`config.mk`:
```
export PLATFORM = sky130hd
export DESIGN_NAME = dmem_arbiter_flat
export DESIGN_NICKNAME = d
export VERILOG_FILES = /design/src/rtl/dmem_arb_pkg.sv /design/src/rtl/dmem_arbiter_if.sv /design/src/rtl/dmem_arb_wdog.sv /design/src/rtl/dmem_arbiter.sv /design/src/flat_wrapper.sv
export SDC_FILE = /design/constraint.sdc
export NUM_CORES = 1
export LEC_CHECK = 0
export CORE_UTILIZATION = 23
export DETAILED_ROUTE_END_ITERATION = 6
export HOLD_SLACK_MARGIN = 0.06
export PLACE_DENSITY = 0.79
export SLEW_MARGIN = 30
export SYNTH_ARGS = -nofsm -noshare
export SYNTH_HDL_FRONTEND = slang
export SYNTH_SLANG_ARGS = --single-unit
export TNS_END_PERCENT = 20
```
`constraint.sdc`:
```
create_clock -name clk -period 2.35 [get_ports clk]
set_clock_uncertainty 0.2 [all_clocks]
set_input_delay 0.3525 -clock clk [delete_from_list [all_inputs] [get_ports clk]]
set_output_delay 0.3525 -clock clk [all_outputs]
set_load 0.01 [all_outputs]
```
`src/rtl/dmem_arb_pkg.sv`:
```
`default_nettype none
// +----------------------------------------------------------------------+
// | Module      : dmem_arb_pkg                                           |
// | Description : Shared types for the data-memory arbiter: FSM state    |
// |               encoding, port-owner encoding and owner lookup helpers.|
// | Revision    : 1.0 - initial release                                  |
// +----------------------------------------------------------------------+
package dmem_arb_pkg;

   typedef enum logic [1:0] {
      CPU    = 2'd0,
      DRAIN  = 2'd1,
      COPY   = 2'd2,
      FINISH = 2'd3
   } arb_state_t;

   // Which requester currently owns a memory port
   localparam logic [1:0] OWN_NONE = 2'd0;
   localparam logic [1:0] OWN_CPU  = 2'd1;
   localparam logic [1:0] OWN_RC   = 2'd2;
   localparam logic [1:0] OWN_BC   = 2'd3;

   // DRAIN keeps the CPU on the read port so its in-flight read can return
   function automatic logic [1:0] rd_owner(input arb_state_t s);
      case (s)
         CPU, DRAIN: rd_owner = OWN_CPU;
         COPY:       rd_owner = OWN_RC;
         default:    rd_owner = OWN_NONE;
      endcase
   endfunction

   // Only CPU and COPY have a writer; DRAIN and FINISH block all writes
   function automatic logic [1:0] wr_owner(input arb_state_t s);
      case (s)
         CPU:     wr_owner = OWN_CPU;
         COPY:    wr_owner = OWN_BC;
         default: wr_owner = OWN_NONE;
      endcase
   endfunction

endpackage
`default_nettype wire

```
`src/rtl/dmem_arbiter_if.sv`:
```
`default_nettype none
// +----------------------------------------------------------------------+
// | Interface   : dmem_arbiter_if                                        |
// | Description : Requester-side and bsram-side signals of the data      |
// |               memory arbiter. slave = arbiter view, master = the     |
// |               surrounding requesters / memory.                       |
// | Revision    : 1.0 - initial release                                  |
// +----------------------------------------------------------------------+
interface dmem_arbiter_if #(
   parameter int AW = 13
);
   // Requesters
   logic          copy_req;
   logic          cpu_halted;
   logic [AW-1:0] cpu_rd_addr;
   logic          cpu_we;
   logic [AW-1:0] cpu_wr_addr;
   logic [15:0]   cpu_wr_data;
   logic [AW-1:0] rc_rd_addr;
   logic          rc_done;
   logic          bc_we;
   logic [AW-1:0] bc_wr_addr;
   logic [15:0]   bc_wr_data;
   logic          bc_done;
   // Memory port and status
   logic [AW-1:0] mem_rd_addr;
   logic          mem_we;
   logic [AW-1:0] mem_wr_addr;
   logic [15:0]   mem_wr_data;
   logic          cpu_rd_valid;
   logic          rc_rd_valid;
   logic          copy;
   logic          copy_go;
   logic          resume;
   logic          wdog_err;

   modport slave (
      input  copy_req, cpu_halted, cpu_rd_addr, cpu_we, cpu_wr_addr, cpu_wr_data,
      input  rc_rd_addr, rc_done, bc_we, bc_wr_addr, bc_wr_data, bc_done,
      output mem_rd_addr, mem_we, mem_wr_addr, mem_wr_data,
      output cpu_rd_valid, rc_rd_valid, copy, copy_go, resume, wdog_err
   );

   modport master (
      output copy_req, cpu_halted, cpu_rd_addr, cpu_we, cpu_wr_addr, cpu_wr_data,
      output rc_rd_addr, rc_done, bc_we, bc_wr_addr, bc_wr_data, bc_done,
      input  mem_rd_addr, mem_we, mem_wr_addr, mem_wr_data,
      input  cpu_rd_valid, rc_rd_valid, copy, copy_go, resume, wdog_err
   );
endinterface
`default_nettype wire

```
`src/rtl/dmem_arb_wdog.sv`:
```
`default_nettype none
// +----------------------------------------------------------------------+
// | Module      : dmem_arb_wdog                                          |
// | Description : Copy-window watchdog. Counts COPY cycles and flags the |
// |               cycle in which the window has lasted WDOG_CYCLES.      |
// |               Only instantiated when DMEM_ARB_WDOG_EN is defined.    |
// | Revision    : 1.0 - initial release                                  |
// +----------------------------------------------------------------------+
module dmem_arb_wdog #(
   parameter int WDOG_CYCLES = 4096
) (
   input  wire logic clk,
   input  wire logic resetn,
   input  wire logic in_copy_i,
   output logic      timeout_o
);
   localparam logic [15:0] LAST_CNT = 16'(WDOG_CYCLES - 1);

   logic [15:0] cnt_q;

   // Zero outside COPY so every window starts counting from 0
   always_ff @(posedge clk) begin
      if (!resetn || !in_copy_i) begin
         cnt_q <= 16'd0;
      end else begin
         cnt_q <= cnt_q + 16'd1;
      end
   end

   assign timeout_o = in_copy_i && (cnt_q == LAST_CNT);

endmodule
`default_nettype wire

```
`src/rtl/dmem_arbiter.sv`:
```
`default_nettype none
// +----------------------------------------------------------------------+
// | Module      : dmem_arbiter                                           |
// | Description : Owns the bsram port pair and shares it between the CPU,|
// |               the rect copy reader and the button writer. Sequences  |
// |               the per-frame window CPU -> DRAIN -> COPY -> FINISH.   |
// |               Optional watchdog: define DMEM_ARB_WDOG_EN.            |
// | Revision    : 1.0 - initial release                                  |
// +----------------------------------------------------------------------+
module dmem_arbiter #(
   parameter int DATA_ADDR_WIDTH = 13,
   parameter int WDOG_CYCLES     = 4096
) (
   input  wire logic     clk,
   input  wire logic     resetn,
   dmem_arbiter_if.slave bus
);
   import dmem_arb_pkg::*;

   arb_state_t                 state_q, state_d;
   logic                       pending_q, rc_seen_q, bc_seen_q;
   logic                       copy_q, copy_go_q, resume_q;
   logic                       cpu_rd_valid_q, rc_rd_valid_q;
   logic                       w_wdog_hit, w_halt_ok, w_copy_done;
   logic [1:0]                 w_rd_owner, w_wr_owner;
   logic [DATA_ADDR_WIDTH-1:0] w_rd_addr, w_wr_addr;
   logic [15:0]                w_wr_data;
   logic                       w_we;

   // The 16-bit watchdog counter can only reach 65535
   if (WDOG_CYCLES < 2 || WDOG_CYCLES > 65536) begin : g_bad_wdog_cycles
      $error("dmem_arbiter: WDOG_CYCLES must be within 2..65536");
   end

   assign w_halt_ok   = (pending_q | bus.copy_req) & bus.cpu_halted;
   // A done pulse in the current cycle counts as well as a remembered one
   assign w_copy_done = (rc_seen_q | bus.rc_done) & (bc_seen_q | bus.bc_done);

`ifdef DMEM_ARB_WDOG_EN
   logic wdog_err_q;

   dmem_arb_wdog #(
      .WDOG_CYCLES (WDOG_CYCLES)
   ) u_wdog (
      .clk       (clk),
      .resetn    (resetn),
      .in_copy_i (state_q == COPY),
      .timeout_o (w_wdog_hit)
   );

   // Sticky timeout flag, cleared only by reset
   always_ff @(posedge clk) begin
      if (!resetn) begin
         wdog_err_q <= 1'b0;
      end else if (w_wdog_hit) begin
         wdog_err_q <= 1'b1;
      end
   end

   assign bus.wdog_err = wdog_err_q;
`else
   assign w_wdog_hit   = 1'b0;
   assign bus.wdog_err = 1'b0;
`endif

   // Next-state decision for the copy window
   always_comb begin
      state_d = state_q;
      case (state_q)
         CPU:     if (w_halt_ok) state_d = DRAIN;
         DRAIN:   state_d = COPY;
         COPY:    if (w_wdog_hit || w_copy_done) state_d = FINISH;
         FINISH:  state_d = CPU;
         default: state_d = CPU;
      endcase
   end

   // FSM state, request bookkeeping and registered status outputs
   always_ff @(posedge clk) begin
      if (!resetn) begin
         state_q        <= CPU;
         pending_q      <= 1'b0;
         rc_seen_q      <= 1'b0;
         bc_seen_q      <= 1'b0;
         copy_q         <= 1'b0;
         copy_go_q      <= 1'b0;
         resume_q       <= 1'b0;
         cpu_rd_valid_q <= 1'b0;
         rc_rd_valid_q  <= 1'b0;
      end else begin
         state_q <= state_d;
         // The request that starts a window is consumed; later ones wait
         if (state_q == CPU && state_d == DRAIN) begin
            pending_q <= 1'b0;
         end else begin
            pending_q <= pending_q | bus.copy_req;
         end
         if (state_q == FINISH) begin
            rc_seen_q <= 1'b0;
            bc_seen_q <= 1'b0;
         end else if (state_q == COPY) begin
            rc_seen_q <= rc_seen_q | bus.rc_done;
            bc_seen_q <= bc_seen_q | bus.bc_done;
         end
         copy_q         <= (state_d == COPY);
         copy_go_q      <= (state_q == DRAIN) && (state_d == COPY);
         resume_q       <= (state_d == FINISH);
         // Read tags follow the owner of the address one cycle earlier
         cpu_rd_valid_q <= (state_q == CPU) || (state_q == DRAIN);
         rc_rd_valid_q  <= (state_q == COPY);
      end
   end

   // Read port routing
   always_comb begin
      w_rd_owner = rd_owner(state_q);
      w_rd_addr  = bus.cpu_rd_addr;
      if (w_rd_owner == OWN_RC) begin
         w_rd_addr = bus.rc_rd_addr;
      end
   end

   // Write port routing; writes from a non-owner are dropped, never buffered
   always_comb begin
      w_wr_owner = wr_owner(state_q);
      w_we       = 1'b0;
      w_wr_addr  = bus.cpu_wr_addr;
      w_wr_data  = bus.cpu_wr_data;
      case (w_wr_owner)
         OWN_CPU: w_we = bus.cpu_we;
         OWN_BC: begin
            w_we      = bus.bc_we;
            w_wr_addr = bus.bc_wr_addr;
            w_wr_data = bus.bc_wr_data;
         end
         default: ;
      endcase
   end

   assign bus.mem_rd_addr  = w_rd_addr;
   assign bus.mem_we       = w_we;
   assign bus.mem_wr_addr  = w_wr_addr;
   assign bus.mem_wr_data  = w_wr_data;
   assign bus.cpu_rd_valid = cpu_rd_valid_q;
   assign bus.rc_rd_valid  = rc_rd_valid_q;
   assign bus.copy         = copy_q;
   assign bus.copy_go      = copy_go_q;
   assign bus.resume       = resume_q;

endmodule
`default_nettype wire

```
`src/flat_wrapper.sv`:
```
// flat-port wrapper written by rule: the top's interface ports become plain ports
module dmem_arbiter_flat import dmem_arb_pkg::*;
#(
   parameter int DATA_ADDR_WIDTH = 13,
   parameter int WDOG_CYCLES     = 4096
)
  (clk, resetn, bus_copy_req, bus_cpu_halted, bus_cpu_rd_addr, bus_cpu_we, bus_cpu_wr_addr, bus_cpu_wr_data, bus_rc_rd_addr, bus_rc_done, bus_bc_we, bus_bc_wr_addr, bus_bc_wr_data, bus_bc_done, bus_mem_rd_addr, bus_mem_we, bus_mem_wr_addr, bus_mem_wr_data, bus_cpu_rd_valid, bus_rc_rd_valid, bus_copy, bus_copy_go, bus_resume, bus_wdog_err);
  dmem_arbiter_if #(.AW((13))) bus_i ();
  input  wire logic clk;
  input  wire logic resetn;
  input wire logic [$bits(bus_i.copy_req)-1:0] bus_copy_req;
  input wire logic [$bits(bus_i.cpu_halted)-1:0] bus_cpu_halted;
  input wire logic [$bits(bus_i.cpu_rd_addr)-1:0] bus_cpu_rd_addr;
  input wire logic [$bits(bus_i.cpu_we)-1:0] bus_cpu_we;
  input wire logic [$bits(bus_i.cpu_wr_addr)-1:0] bus_cpu_wr_addr;
  input wire logic [$bits(bus_i.cpu_wr_data)-1:0] bus_cpu_wr_data;
  input wire logic [$bits(bus_i.rc_rd_addr)-1:0] bus_rc_rd_addr;
  input wire logic [$bits(bus_i.rc_done)-1:0] bus_rc_done;
  input wire logic [$bits(bus_i.bc_we)-1:0] bus_bc_we;
  input wire logic [$bits(bus_i.bc_wr_addr)-1:0] bus_bc_wr_addr;
  input wire logic [$bits(bus_i.bc_wr_data)-1:0] bus_bc_wr_data;
  input wire logic [$bits(bus_i.bc_done)-1:0] bus_bc_done;
  output wire logic [$bits(bus_i.mem_rd_addr)-1:0] bus_mem_rd_addr;
  output wire logic [$bits(bus_i.mem_we)-1:0] bus_mem_we;
  output wire logic [$bits(bus_i.mem_wr_addr)-1:0] bus_mem_wr_addr;
  output wire logic [$bits(bus_i.mem_wr_data)-1:0] bus_mem_wr_data;
  output wire logic [$bits(bus_i.cpu_rd_valid)-1:0] bus_cpu_rd_valid;
  output wire logic [$bits(bus_i.rc_rd_valid)-1:0] bus_rc_rd_valid;
  output wire logic [$bits(bus_i.copy)-1:0] bus_copy;
  output wire logic [$bits(bus_i.copy_go)-1:0] bus_copy_go;
  output wire logic [$bits(bus_i.resume)-1:0] bus_resume;
  output wire logic [$bits(bus_i.wdog_err)-1:0] bus_wdog_err;
  assign bus_i.copy_req = bus_copy_req;
  assign bus_i.cpu_halted = bus_cpu_halted;
  assign bus_i.cpu_rd_addr = bus_cpu_rd_addr;
  assign bus_i.cpu_we = bus_cpu_we;
  assign bus_i.cpu_wr_addr = bus_cpu_wr_addr;
  assign bus_i.cpu_wr_data = bus_cpu_wr_data;
  assign bus_i.rc_rd_addr = bus_rc_rd_addr;
  assign bus_i.rc_done = bus_rc_done;
  assign bus_i.bc_we = bus_bc_we;
  assign bus_i.bc_wr_addr = bus_bc_wr_addr;
  assign bus_i.bc_wr_data = bus_bc_wr_data;
  assign bus_i.bc_done = bus_bc_done;
  assign bus_mem_rd_addr = bus_i.mem_rd_addr;
  assign bus_mem_we = bus_i.mem_we;
  assign bus_mem_wr_addr = bus_i.mem_wr_addr;
  assign bus_mem_wr_data = bus_i.mem_wr_data;
  assign bus_cpu_rd_valid = bus_i.cpu_rd_valid;
  assign bus_rc_rd_valid = bus_i.rc_rd_valid;
  assign bus_copy = bus_i.copy;
  assign bus_copy_go = bus_i.copy_go;
  assign bus_resume = bus_i.resume;
  assign bus_wdog_err = bus_i.wdog_err;
  dmem_arbiter #(.DATA_ADDR_WIDTH(DATA_ADDR_WIDTH), .WDOG_CYCLES(WDOG_CYCLES)) u_core (.clk(clk), .resetn(resetn), .bus(bus_i));
endmodule
```
; ---- Word level (Yosys, flattened, before mapping)
; Cells that the tools add are included.
[totals]
reg_bits = 10
in_bits = 92
out_inout_bits = 49
word_cells = 40
[classes]
eq_ne = 9
mux = 9
n_bitwise = 6
n_reduce_logical = 7
[ops]
columns = cell, n
row1 = $mux 13, 2
row2 = $mux 16, 1
row3 = $eq 2x2->1 const B, 6
row4 = $pmux 2 s2, 2
row5 = $pmux 2 s4, 1
row6 = $eq 2x1->1 const B, 3
row7 = $reduce_or 2->1, 3
row8 = $mux 2, 2
row9 = $or 1x1->1, 3
row10 = $and 1x1->1, 2
row11 = $logic_and 1x1->1, 2
row12 = $logic_not 2->1, 1
row13 = $pmux 1 s2, 1
row14 = $logic_or 1x1->1, 1
row15 = $not 1->1, 1

; ---- Logic depth before layout (Yosys ltp)
[logic_depth]
word_depth = 7
ltp_mapped = 6
ltp_nobuf = 5

; ---- Worst setup path before layout
; No wires, ideal clock.
[synth_timing]
path_type = register to output
from = reg u_core.state_q[0]
to = out bus_mem_wr_data[10]
t_arrival_ns = 1.290
required_time_ns = 1.798
path_slack_ns = 0.507
stages_incl_launch_ff = 6
path_buffers = 2
path_cell_list = dfxtp_1 inv_1 ha_1 buf_4 buf_2 mux2_2
[synth_between]
elab_chain_cells = 4
word_cells_on_any_way = 5
cone_classes = eq/ne: 2 / mux: 2 / reduce/logical: 1
[synth_rtl]
columns = item, line
row1 = from (decl), dmem_arbiter.sv:20  ; arb_state_t state_q, state_d;
row2 = from (signal assigned), dmem_arbiter.sv:91  ; state_q <= state_d;
row3 = $eq 2x2->1 / $logic_not 2->1 (equally long branches), dmem_arb_pkg.sv:34  ; case (s)
row4 = $pmux 2 s2 (*), dmem_arb_pkg.sv:34
row5 = $eq 2x2->1 (*), dmem_arbiter.sv:129  ; case (w_wr_owner)
row6 = $mux 16 (*), dmem_arbiter.sv:129
row7 = to (decl), flat_wrapper.sv:26  ; output wire logic [$bits(bus_i.mem_wr_data)-1:0] bus_mem_wr_data;
; Every way passes the cells marked *; elsewhere a longest branch is shown, timed or not.

; ---- Worst setup path in the final report
; Same ends and word-level chain as after synthesis.

==> qor.csv <==
stage;metric;value;unit
route;DRC Markers;0;
worst_setup_path;Worst Setup Path Type;flop to primary output;
yosys;syn nets;191;
sta;setup ws final;0.0818;ns
yosys;Yosys reg bits;10;
sta;final hold vios;0;
floorplan;Core Box Area;3800;sq um
sta;min Tclk post-route;2.27;ns
cts;root cell of the clock tree;clkbuf_8;
global_routing;first-pass GRT wire length;5.62;mm
yosys;Post-Syn Area;940;sq um
floorplan;IO Count;141;
sta;Setup TNS Final;0;ns
worst_setup_path;CP Max Fanout;17;
yosys;leading area contributor after synthesis;mux2_2;
power_and_ir_drop;Max rail drop VDD;0.400;mV
yosys;register area share after synthesis;21.3;%
yosys;most area-consuming cells after synthesis;mux2_2, dfxtp_1, ha_1, buf_4, a21oi_1;
worst_setup_path;CP Capture Type;primary output;
cts;clock transition at the registers of the reported paths;0.05;ns
route;1st-iter DRT viols;14;
placement;Final HPWL DP;3.19;mm
cts;worst skew pair latency;0.23;ns
power_and_ir_drop;Total Power;0.00118;W
worst_setup_path;CP startpoint;u_core.state_q[0];
cts;CTS Sinks;10;
sta;max-slew violation total from the final report;0;
yosys;Adder-Cell Fraction of Synth Area;7.99;%
route;WL final;3.96;mm
min_path;HP Class;flop to flop;
cts;TritonCTS clock tree;done;
finish;most frequent cells in the layout;clkdlybuf4s50_1, mux2_2, dlygate4sd2_1;
finish;Ant. Diodes;0;
yosys;Simple-Gate Fraction of Synth Area;6.39;%
run;max-cap violations;0;
yosys;synthesized instance count;93;
route;remaining antenna violation count;0;
yosys;Synth Area per Inst;10.1;sq um
route;per-cell routed wire length;14.0;um
power_and_ir_drop;leakage power;1.15;nW
floorplan;chip width;65.9;um
placement;pre-CTS setup slack;0.115;ns
cts;CTS max path bufs;2;
global_routing;vias in the first global route;1086;
sta;Fin Hold WS;0.282;ns
global_routing;initial antenna violation count;0;
placement;Buffers on Ports;139;
yosys;Synth Area in XOR/XNOR;0;%
route;drt via density;4.38;
sta;Final Setup Violations;0;
finish;commonest non-fill, non-tap cell in the layout;clkdlybuf4s50_1;
floorplan;row count;22;
yosys;Yosys warnings;0;
finish;Seq. cell area;201;sq um
yosys;number of distinct library cells after synthesis;21;
sta;max frequency;0.441;GHz
yosys;compound-cell area share of the yosys netlist;7.72;%
finish;multi-input logic area;699;sq um
global_routing;grt total ovfl;0;
global_routing;largest net degree at the start of global routing;18;
sta;Final period util;96.5;%
worst_setup_path;CP required;1.80;ns
cts;# hold bufs at CTS;0;
yosys;post-synthesis mux area share;50.3;%
status;status;finished clean;
finish;# nets final;333;
floorplan;Initial Util;24.7;%
finish;fill count;338;
min_path;Hold Path Origin;u_core.bc_seen_q;
placement;gpl congestion;0.764;
finish;area delta synth->final;168;%
cts;H-tree levels;1;
floorplan;Die Y;65.9;um
route;via count;1235;
power_and_ir_drop;PwrDens;469;nW/um^2
yosys;top cell type's share of synthesized area;50.3;%
floorplan;die area;4340;sq um
cts;CTS buffer count;3;
finish;fraction of layout cells with a size suffix above 1;23.5;%
sta;RSZ-0062 raised after global routing;false;
worst_setup_path;Worst R2R Start;u_core.state_q[0];
global_routing;total track usage;16.7;%
route;drt pass-1 iters;4;
yosys;largest family of logic cells by synthesized area;multiplexers;
worst_setup_path;crit path DAT;1.72;ns
worst_setup_path;Startpoint Class;flop;
## where the power goes
part | leakage [nW] | internal [W] | total, W | switching, W
Combinational | 1.04 | 0.000483 | 0.000753 | 0.000270
Sequential | 0.0823 | 0.000197 | 0.000211 | 0.0000149
Clock | 0.0288 | 0.000147 | 0.000215 | 0.0000679
## cell type report
type                    instances  area share (%)
well taps                      48            2.39
repair buffers                143            59.0
inverters                       4           0.597
clock buffers                   4            2.19
multi-input cells              73            27.8
flip-flops and latches         10            8.01
## sequential cells by signal, summed over array words and instances (netlist names)
name and cells:
u_core.rc_seen_q 1, u_core.bus.copy 1, u_core.pending_q 1, u_core.bus.resume 1, u_core.bc_seen_q 1, u_core.state_q 2, u_core.bus.cpu_rd_valid 1, u_core.bus.copy_go 1
u_core.bus.rc_rd_valid 1
## worst max-delay path, stage by stage, from the launching register on
cell,delay (ns)
dfxtp_1,0.31
inv_2,0.10
ha_4,0.15
bufbuf_16,0.29
mux2_2,0.34
dlygate4sd2_1,0.29
## metrics by stage
step	std cells	utilization [%]	instance area, sq um
floorplan	93	-	940
global placement	277	63.1	2400
detailed placement	277	63.1	2400
CTS	282	65.1	2470
global route	282	66.2	2520
finish	282	66.2	2520
## cell families after synthesis
logic type / Yosys count
compound gates: 12
fa+ha+maj: 6
buf+inv: 10
flops: 10
mux: 42
other cells: 1
simple gates: 12
## worst paths after layout
path / slack, ns / cells after the start / end
setup / recovery: 0.08 / 5 / bus_mem_wr_data[10]
hold / removal: 0.28 / 2 / u_core.bc_seen_q
setup reg to reg: 0.65 / 6 / u_core.bus.copy
hold reg to reg: 0.28 / 2 / u_core.bc_seen_q
## Yosys cell counts
cell type	n
a21boi_1	1
a21oi_1	4
and2_1	2
and3_1	1
buf_2	2
buf_4	4
conb_1	1
dfxtp_1	10
ha_1	6
inv_1	3
inv_2	1
mux2_2	42
nand2_1	2
nand2b_1	1
nand3_1	1
nor2_1	4
nor3b_1	1
o21a_1	2
o21ai_0	3
o22ai_1	1
o31a_1	1
## metal layers
layer,up-vias,part of all wire (%),global-route usage [%]
li1,614,-,-
met1,548,38,19.6
met2,66,51,30.6
met3,7,9.5,3.10
met4,0,1.2,3.80
met5,-,0,0
## timing repair
action / CTS / global route
gates resized for setup: 30 / 18
setup endpoints to repair: 43 / 18
endpoints found under the hold margin: 0 / 0
setup buffers: 0 / 0
cloned: 1 / 0
pin swaps: 1 / 0
No activity file was read; power rests on OpenSTA's default activity.
